## src/rtl/id_ex_issue_if.sv

```systemverilog
// Bundle between the ID stage, the forwarding sources and the EX-stage operand outputs.
// The "slave" side is the issue stage itself.
interface id_ex_issue_if #(
  parameter int unsigned DW = 32,
  parameter int unsigned RW = 5
);
  logic          id_valid_i;
  logic [4:0]    id_aluop_i;
  logic [RW-1:0] id_rs_addr_i;
  logic [DW-1:0] id_rs_data_i;
  logic [RW-1:0] id_rt_addr_i;
  logic [DW-1:0] id_rt_data_i;
  logic [DW-1:0] id_imm_i;
  logic          id_use_imm_i;
  logic [4:0]    id_shamt_i;
  logic [RW-1:0] id_wb_addr_i;
  logic          id_wb_we_i;
  logic          id_mem_rd_i;
  logic          id_mem_wr_i;
  logic          flush_i;
  logic [RW-1:0] mem_wb_addr_i;
  logic          mem_we_i;
  logic [DW-1:0] mem_data_i;
  logic [RW-1:0] wb_addr_i;
  logic          wb_we_i;
  logic [DW-1:0] wb_data_i;
  logic          stall_o;
  logic          ex_valid_o;
  logic [4:0]    ex_aluop_o;
  logic [4:0]    ex_shamt_o;
  logic [DW-1:0] ex_src0_o;
  logic [DW-1:0] ex_src1_o;
  logic [DW-1:0] ex_store_data_o;
  logic [RW-1:0] ex_wb_addr_o;
  logic          ex_wb_we_o;
  logic          ex_mem_rd_o;
  logic          ex_mem_wr_o;

  modport master (
    output id_valid_i, id_aluop_i, id_rs_addr_i, id_rs_data_i, id_rt_addr_i, id_rt_data_i,
           id_imm_i, id_use_imm_i, id_shamt_i, id_wb_addr_i, id_wb_we_i, id_mem_rd_i,
           id_mem_wr_i, flush_i, mem_wb_addr_i, mem_we_i, mem_data_i, wb_addr_i, wb_we_i,
           wb_data_i,
    input  stall_o, ex_valid_o, ex_aluop_o, ex_shamt_o, ex_src0_o, ex_src1_o,
           ex_store_data_o, ex_wb_addr_o, ex_wb_we_o, ex_mem_rd_o, ex_mem_wr_o
  );

  modport slave (
    input  id_valid_i, id_aluop_i, id_rs_addr_i, id_rs_data_i, id_rt_addr_i, id_rt_data_i,
           id_imm_i, id_use_imm_i, id_shamt_i, id_wb_addr_i, id_wb_we_i, id_mem_rd_i,
           id_mem_wr_i, flush_i, mem_wb_addr_i, mem_we_i, mem_data_i, wb_addr_i, wb_we_i,
           wb_data_i,
    output stall_o, ex_valid_o, ex_aluop_o, ex_shamt_o, ex_src0_o, ex_src1_o,
           ex_store_data_o, ex_wb_addr_o, ex_wb_we_o, ex_mem_rd_o, ex_mem_wr_o
  );
endinterface

```

## src/rtl/id_ex_issue.sv

```systemverilog
// ID/EX pipeline register with EX/MEM and MEM/WB operand forwarding, load-use stall
// detection and bubble insertion on stall or flush.
module id_ex_issue #(
  parameter int unsigned DW           = 32,
  parameter int unsigned RW           = 5,
  parameter logic [4:0]  BUBBLE_ALUOP = 5'h1F
) (
  input logic          clk,
  input logic          rst_n,
  id_ex_issue_if.slave bus
);

  typedef struct packed {
    logic          valid;
    logic [4:0]    aluop;
    logic [RW-1:0] rs_addr;
    logic [DW-1:0] rs_data;
    logic [RW-1:0] rt_addr;
    logic [DW-1:0] rt_data;
    logic [DW-1:0] imm;
    logic          use_imm;
    logic [4:0]    shamt;
    logic [RW-1:0] wb_addr;
    logic          wb_we;
    logic          mem_rd;
    logic          mem_wr;
  } ex_regs_t;

  function automatic ex_regs_t make_bubble();
    ex_regs_t b;
    b       = '0;
    b.aluop = BUBBLE_ALUOP;
    return b;
  endfunction

  localparam ex_regs_t BubbleRegs = make_bubble();

  ex_regs_t ex_q, ex_d;
  logic     rs_hit, rt_hit, haz;

  // Load-use hazard against the instruction currently in EX.
  always_comb begin
    rs_hit = (ex_q.wb_addr == bus.id_rs_addr_i);
    rt_hit = (ex_q.wb_addr == bus.id_rt_addr_i) && (!bus.id_use_imm_i || bus.id_mem_wr_i);
    haz    = ex_q.valid && ex_q.mem_rd && ex_q.wb_we && (ex_q.wb_addr != '0) &&
             bus.id_valid_i && (rs_hit || rt_hit);
  end

  assign bus.stall_o = haz && !bus.flush_i;

  always_comb begin
    ex_d = BubbleRegs;
    if (!bus.flush_i && !haz && bus.id_valid_i) begin
      ex_d.valid   = 1'b1;
      ex_d.aluop   = bus.id_aluop_i;
      ex_d.rs_addr = bus.id_rs_addr_i;
      ex_d.rs_data = bus.id_rs_data_i;
      ex_d.rt_addr = bus.id_rt_addr_i;
      ex_d.rt_data = bus.id_rt_data_i;
      ex_d.imm     = bus.id_imm_i;
      ex_d.use_imm = bus.id_use_imm_i;
      ex_d.shamt   = bus.id_shamt_i;
      ex_d.wb_addr = bus.id_wb_addr_i;
      ex_d.wb_we   = bus.id_wb_we_i;
      ex_d.mem_rd  = bus.id_mem_rd_i;
      ex_d.mem_wr  = bus.id_mem_wr_i;
    end
  end

  always_ff @(posedge clk or negedge rst_n) begin
    if (!rst_n) begin
      ex_q <= BubbleRegs;
    end else begin
      ex_q <= ex_d;
    end
  end

  // MEM/WB match doubles as the bypass for the same-cycle register-file write.
  function automatic logic [DW-1:0] forward(
    input logic          valid,
    input logic [RW-1:0] addr,
    input logic [DW-1:0] reg_val,
    input logic          mem_we,
    input logic [RW-1:0] mem_addr,
    input logic [DW-1:0] mem_data,
    input logic          wb_we,
    input logic [RW-1:0] wb_addr,
    input logic [DW-1:0] wb_data
  );
    if (valid && mem_we && (mem_addr != '0) && (mem_addr == addr)) begin
      return mem_data;
    end else if (valid && wb_we && (wb_addr != '0) && (wb_addr == addr)) begin
      return wb_data;
    end
    return reg_val;
  endfunction

  logic [DW-1:0] fwd_rs, fwd_rt;

  always_comb begin
    fwd_rs = forward(ex_q.valid, ex_q.rs_addr, ex_q.rs_data,
                     bus.mem_we_i, bus.mem_wb_addr_i, bus.mem_data_i,
                     bus.wb_we_i, bus.wb_addr_i, bus.wb_data_i);
    fwd_rt = forward(ex_q.valid, ex_q.rt_addr, ex_q.rt_data,
                     bus.mem_we_i, bus.mem_wb_addr_i, bus.mem_data_i,
                     bus.wb_we_i, bus.wb_addr_i, bus.wb_data_i);
  end

  assign bus.ex_valid_o      = ex_q.valid;
  assign bus.ex_aluop_o      = ex_q.aluop;
  assign bus.ex_shamt_o      = ex_q.shamt;
  assign bus.ex_src0_o       = fwd_rs;
  assign bus.ex_src1_o       = ex_q.use_imm ? ex_q.imm : fwd_rt;
  assign bus.ex_store_data_o = fwd_rt;
  assign bus.ex_wb_addr_o    = ex_q.wb_addr;
  assign bus.ex_wb_we_o      = ex_q.wb_we;
  assign bus.ex_mem_rd_o     = ex_q.mem_rd;
  assign bus.ex_mem_wr_o     = ex_q.mem_wr;

  // A stall always puts a bubble into EX, so it can never last two cycles.
  stall_single_cycle: assert property (@(posedge clk) disable iff (!rst_n)
    bus.stall_o |=> !bus.stall_o);

endmodule

```

## src/flat_wrapper.sv

```systemverilog
// flat-port wrapper written by rule: the top's interface ports become plain ports
module id_ex_issue_flat 
#(
  parameter int unsigned DW           = 32,
  parameter int unsigned RW           = 5,
  parameter logic [4:0]  BUBBLE_ALUOP = 5'h1F
)
  (clk, rst_n, bus_id_valid_i, bus_id_aluop_i, bus_id_rs_addr_i, bus_id_rs_data_i, bus_id_rt_addr_i, bus_id_rt_data_i, bus_id_imm_i, bus_id_use_imm_i, bus_id_shamt_i, bus_id_wb_addr_i, bus_id_wb_we_i, bus_id_mem_rd_i, bus_id_mem_wr_i, bus_flush_i, bus_mem_wb_addr_i, bus_mem_we_i, bus_mem_data_i, bus_wb_addr_i, bus_wb_we_i, bus_wb_data_i, bus_stall_o, bus_ex_valid_o, bus_ex_aluop_o, bus_ex_shamt_o, bus_ex_src0_o, bus_ex_src1_o, bus_ex_store_data_o, bus_ex_wb_addr_o, bus_ex_wb_we_o, bus_ex_mem_rd_o, bus_ex_mem_wr_o);
  id_ex_issue_if #(.DW(DW), .RW(RW)) bus_i ();
  input logic clk;
  input logic rst_n;
  input wire logic [$bits(bus_i.id_valid_i)-1:0] bus_id_valid_i;
  input wire logic [$bits(bus_i.id_aluop_i)-1:0] bus_id_aluop_i;
  input wire logic [$bits(bus_i.id_rs_addr_i)-1:0] bus_id_rs_addr_i;
  input wire logic [$bits(bus_i.id_rs_data_i)-1:0] bus_id_rs_data_i;
  input wire logic [$bits(bus_i.id_rt_addr_i)-1:0] bus_id_rt_addr_i;
  input wire logic [$bits(bus_i.id_rt_data_i)-1:0] bus_id_rt_data_i;
  input wire logic [$bits(bus_i.id_imm_i)-1:0] bus_id_imm_i;
  input wire logic [$bits(bus_i.id_use_imm_i)-1:0] bus_id_use_imm_i;
  input wire logic [$bits(bus_i.id_shamt_i)-1:0] bus_id_shamt_i;
  input wire logic [$bits(bus_i.id_wb_addr_i)-1:0] bus_id_wb_addr_i;
  input wire logic [$bits(bus_i.id_wb_we_i)-1:0] bus_id_wb_we_i;
  input wire logic [$bits(bus_i.id_mem_rd_i)-1:0] bus_id_mem_rd_i;
  input wire logic [$bits(bus_i.id_mem_wr_i)-1:0] bus_id_mem_wr_i;
  input wire logic [$bits(bus_i.flush_i)-1:0] bus_flush_i;
  input wire logic [$bits(bus_i.mem_wb_addr_i)-1:0] bus_mem_wb_addr_i;
  input wire logic [$bits(bus_i.mem_we_i)-1:0] bus_mem_we_i;
  input wire logic [$bits(bus_i.mem_data_i)-1:0] bus_mem_data_i;
  input wire logic [$bits(bus_i.wb_addr_i)-1:0] bus_wb_addr_i;
  input wire logic [$bits(bus_i.wb_we_i)-1:0] bus_wb_we_i;
  input wire logic [$bits(bus_i.wb_data_i)-1:0] bus_wb_data_i;
  output wire logic [$bits(bus_i.stall_o)-1:0] bus_stall_o;
  output wire logic [$bits(bus_i.ex_valid_o)-1:0] bus_ex_valid_o;
  output wire logic [$bits(bus_i.ex_aluop_o)-1:0] bus_ex_aluop_o;
  output wire logic [$bits(bus_i.ex_shamt_o)-1:0] bus_ex_shamt_o;
  output wire logic [$bits(bus_i.ex_src0_o)-1:0] bus_ex_src0_o;
  output wire logic [$bits(bus_i.ex_src1_o)-1:0] bus_ex_src1_o;
  output wire logic [$bits(bus_i.ex_store_data_o)-1:0] bus_ex_store_data_o;
  output wire logic [$bits(bus_i.ex_wb_addr_o)-1:0] bus_ex_wb_addr_o;
  output wire logic [$bits(bus_i.ex_wb_we_o)-1:0] bus_ex_wb_we_o;
  output wire logic [$bits(bus_i.ex_mem_rd_o)-1:0] bus_ex_mem_rd_o;
  output wire logic [$bits(bus_i.ex_mem_wr_o)-1:0] bus_ex_mem_wr_o;
  assign bus_i.id_valid_i = bus_id_valid_i;
  assign bus_i.id_aluop_i = bus_id_aluop_i;
  assign bus_i.id_rs_addr_i = bus_id_rs_addr_i;
  assign bus_i.id_rs_data_i = bus_id_rs_data_i;
  assign bus_i.id_rt_addr_i = bus_id_rt_addr_i;
  assign bus_i.id_rt_data_i = bus_id_rt_data_i;
  assign bus_i.id_imm_i = bus_id_imm_i;
  assign bus_i.id_use_imm_i = bus_id_use_imm_i;
  assign bus_i.id_shamt_i = bus_id_shamt_i;
  assign bus_i.id_wb_addr_i = bus_id_wb_addr_i;
  assign bus_i.id_wb_we_i = bus_id_wb_we_i;
  assign bus_i.id_mem_rd_i = bus_id_mem_rd_i;
  assign bus_i.id_mem_wr_i = bus_id_mem_wr_i;
  assign bus_i.flush_i = bus_flush_i;
  assign bus_i.mem_wb_addr_i = bus_mem_wb_addr_i;
  assign bus_i.mem_we_i = bus_mem_we_i;
  assign bus_i.mem_data_i = bus_mem_data_i;
  assign bus_i.wb_addr_i = bus_wb_addr_i;
  assign bus_i.wb_we_i = bus_wb_we_i;
  assign bus_i.wb_data_i = bus_wb_data_i;
  assign bus_stall_o = bus_i.stall_o;
  assign bus_ex_valid_o = bus_i.ex_valid_o;
  assign bus_ex_aluop_o = bus_i.ex_aluop_o;
  assign bus_ex_shamt_o = bus_i.ex_shamt_o;
  assign bus_ex_src0_o = bus_i.ex_src0_o;
  assign bus_ex_src1_o = bus_i.ex_src1_o;
  assign bus_ex_store_data_o = bus_i.ex_store_data_o;
  assign bus_ex_wb_addr_o = bus_i.ex_wb_addr_o;
  assign bus_ex_wb_we_o = bus_i.ex_wb_we_o;
  assign bus_ex_mem_rd_o = bus_i.ex_mem_rd_o;
  assign bus_ex_mem_wr_o = bus_i.ex_mem_wr_o;
  id_ex_issue #(.DW(DW), .RW(RW), .BUBBLE_ALUOP(BUBBLE_ALUOP)) u_core (.clk(clk), .rst_n(rst_n), .bus(bus_i));
endmodule
```

## config.mk

```make
export PLATFORM = sky130hd
export DESIGN_NAME = id_ex_issue_flat
export DESIGN_NICKNAME = d
export VERILOG_FILES = /design/src/rtl/id_ex_issue_if.sv /design/src/rtl/id_ex_issue.sv /design/src/flat_wrapper.sv
export SDC_FILE = /design/constraint.sdc
export NUM_CORES = 1
export LEC_CHECK = 0
export CORE_MARGIN = 3
export CORE_UTILIZATION = 35
export DETAILED_ROUTE_END_ITERATION = 10
export MAX_ROUTING_LAYER = met4
export PLACE_DENSITY = 0.71
export SLEW_MARGIN = 20
export SYNTH_ARGS = -nofsm -noshare
export SYNTH_HDL_FRONTEND = slang
export SYNTH_SLANG_ARGS = --single-unit
```

## constraint.sdc

```tcl
create_clock -name clk -period 4.6 [get_ports clk]
set_clock_uncertainty 0.1 [all_clocks]
set_input_delay 0.92 -clock clk [delete_from_list [all_inputs] [get_ports clk]]
set_output_delay 0.92 -clock clk [all_outputs]
set_load 0.005 [all_outputs]
```

==> metrics <==
die height=143 µm; Max Buffers Root-to-Sink=2; status=finished, final reports clean; CP arrival=3.50 ns; DR WL/cell=18.4 µm; Synth Net Count=869; CP Cell Sequence=clkdlybuf4s50_1 > xor2_1 > or4_4 > nor2_4 > buf_12 > a221oi_2 > buf_4 > o31ai_1 > clkdlybuf4s50_1; drt drc=0; number of fill cells=1584; largest net degree at the start of global routing=119; initial antenna violation count=2; Fin. Hold Viols=0; row count=49; final design utilization=58.8%; Area Overhead vs Synth=63.2%; Syn. warnings=0; Syn Inst Count=664; crit path time final=4.52 ns; worst hold slack=0.417 ns; most frequent cells in the layout=clkdlybuf4s50_1 (319), and2_1 (152), dfrtp_1 (120); vias in the first global route=6140; post-CTS setup buffer count=0; RSZ-0062 raised after global routing=true; final non-filler cell total=1208; Yosys reg bits=126; crit path setup slack, layout=0.0784 ns; Tcrit/Tclk final=98.3%; Initial Utilization=36.1%; Synth Area per Inst=9.89 µm²; Cell variety after synth=34; # H-tree levels=4; setup tns final=0 ns; detailed placement HPWL=16.1 mm; Die ar.=0.0204 mm²; clk root buf=clkbuf_16; NumNets Final=1169; cell mode on critical path=clkdlybuf4s50_1; static leakage=4.43 nW; Worst Hold Class=in -> async; CTS buffer count=17; via count=5819; Sink Count=126; CTS tree=built; overall die width=143 µm; clock insertion delay at the later pin of the skew report=0.41 ns; ratio of cells with drive above 1 in the final layout=9.62%; P per Cell Area=290 mW/mm²; achievable frequency=0.221 GHz; Setup Slack @ Placement=0.0344 ns; relative slew slack=54.3%; crit path capture type=primary output; Iter 0 DRT Violations=259; core area=0.0182 mm²; sequential fraction of the synthesis area=48.1%; Cells after DPL=1174; post-CTS sizing=0; mapped cell area=0.00657 mm²; CP max stage cell=clkdlybuf4s50_1; register clock-pin slew on the reported worst setup and hold paths=0.06 ns; Slew Viols, Final=0; final setup violation count=0; worst-path maximum fanout=15; Slew @ Worst Pin=0.685 ns; I/O pin count=321; GRT Overall Usage=22.4%; DR vias/cell=4.82; total grt overflow=0; CP peak stage delay=0.57 ns; required time worst endpoint=3.58 ns; most common cell after layout, fill and taps aside=clkdlybuf4s50_1; startpoint class of the critical path=input pin; Max Cap Viol=0; PortBufs=320; drt first pass iters=4; routed wire length=22.2 mm; worst vdd ir=0.255 mV; ANT nets after route=0; CP Class=in -> out; first-pass GRT wire length=33.8 mm; routability cong.=0.800; CTS Hold Bufs=0
## cell families (layout without fill, tap and decap cells)
kind of cell	count (synthesis)	count (layout)	share of synthesized area [%]
multiplexers	32	32	4.88
AO/OA/AOI/OAI	102	102	11.8
XOR/XNOR	30	30	4.00
flip-flops	126	126	48.1
other	0	2	0
buffers and inverters	63	376	6.44
AND/OR/NAND/NOR	311	311	24.7
## sequential cells by signal (all words and copies together) (netlist names)
signal,count
u_core.bus.ex_wb_addr_o,5
u_core.bus.ex_shamt_o,5
u_core.bus.ex_valid_o,1
u_core.bus.ex_mem_rd_o,1
u_core.bus.ex_wb_we_o,1
u_core.bus.ex_mem_wr_o,1
u_core.bus.ex_aluop_o,5
u_core.ex_q,107
## area by class of cell
class	instances	area (µm²)	area share (%)
Timing Repair Buffer	343	3520	32.9
Sequential cell	126	3160	29.5
Multi-Input combinational cell	475	3090	28.8
Clock buffer	20	457	4.26
Tap cell	229	287	2.67
Clock inverter	12	185	1.73
Antenna cell	2	5.00	0.0467
Inverter	1	3.75	0.0350
## final timing paths
check	from	to	slack, ns	depth (start not counted)
min in group clk	u_core.bus.ex_wb_we_o	u_core.bus.ex_wb_we_o	0.89	4
hold / removal	rst_n	u_core.ex_q[31]	0.42	1
setup reg to reg	u_core.bus.ex_wb_addr_o[3]	u_core.ex_q[25]	2.62	6
max in group asynchronous	rst_n	u_core.bus.ex_aluop_o[1]	3.01	2
setup / recovery	bus_mem_wb_addr_i[1]	bus_ex_src1_o[30]	0.08	9
hold reg to reg	u_core.bus.ex_wb_we_o	u_core.bus.ex_wb_we_o	0.89	4
## per-stage QoR
step           cell area, µm²  power (mW)
2_1_floorplan            6570        1.33
3_3_place_gp             9970        1.66
3_5_place_dp             9970        1.66
4_1_cts                 10600        3.14
5_1_grt                 10700        3.23
6_report                10700        3.11
## cells in the mapped netlist
| cell type | number | area [µm²] |
|---|---|---|
| a21oi_2 | 1 | 8.76 |
| clkbuf_1 | 19 | 71.3 |
| o31ai_2 | 10 | 125 |
| o31ai_1 | 22 | 165 |
| nor4_1 | 1 | 6.26 |
| dfrtp_1 | 121 | 3030 |
| inv_1 | 1 | 3.75 |
| or4_4 | 2 | 22.5 |
| nor4b_4 | 1 | 23.8 |
| nor2_1 | 100 | 375 |
| or3_1 | 1 | 6.26 |
| buf_4 | 21 | 158 |
| o21ai_0 | 1 | 5.00 |
| buf_6 | 13 | 146 |
| dfstp_2 | 5 | 131 |
| nor3_1 | 2 | 10.0 |
| nand3_1 | 3 | 15.0 |
| o211ai_1 | 1 | 7.51 |
| a21oi_1 | 33 | 165 |
| nand4_1 | 3 | 18.8 |
| a221oi_1 | 32 | 280 |
| o211ai_2 | 1 | 12.5 |
| nand2_1 | 37 | 139 |
| nor2_2 | 1 | 6.26 |
| xor2_1 | 9 | 78.8 |
| xnor2_1 | 21 | 184 |
| and2_1 | 153 | 957 |
| nand2b_1 | 6 | 37.5 |
| clkbuf_2 | 4 | 20.0 |
| buf_2 | 4 | 20.0 |
| o22ai_1 | 1 | 6.26 |
| mux2i_1 | 32 | 320 |
| buf_1 | 1 | 3.75 |
| or2_1 | 1 | 6.26 |
## power breakdown
part           internal (mW)  total (mW)  switching [mW]  leakage, nW
clock                  0.940        1.46           0.518        0.299
sequential              1.15        1.18          0.0238         1.68
combinational          0.309       0.472           0.163         2.45
## critical path: cells and delay by family
family	cells	cell delay, ns
buffers and inverters	4	1.38
AOI/OAI and AO/OA	2	0.32
xor gates and xnor gates	1	0.17
and+or+nand+nor	2	0.70
## routing by layer
| metal | GRT usage, % | vias up | share of wire [%] | wire (µm) |
|---|---|---|---|---|
| met5 | - | - | 0 | 0 |
| met4 | 8.00 | 0 | 2.6 | 585 |
| met3 | 5.39 | 35 | 6.0 | 1330 |
| met2 | 36.6 | 224 | 50 | 11000 |
| met1 | 27.0 | 2747 | 42 | 9240 |
| li1 | - | 2813 | - | - |
(Power assumes the default switching activity.)
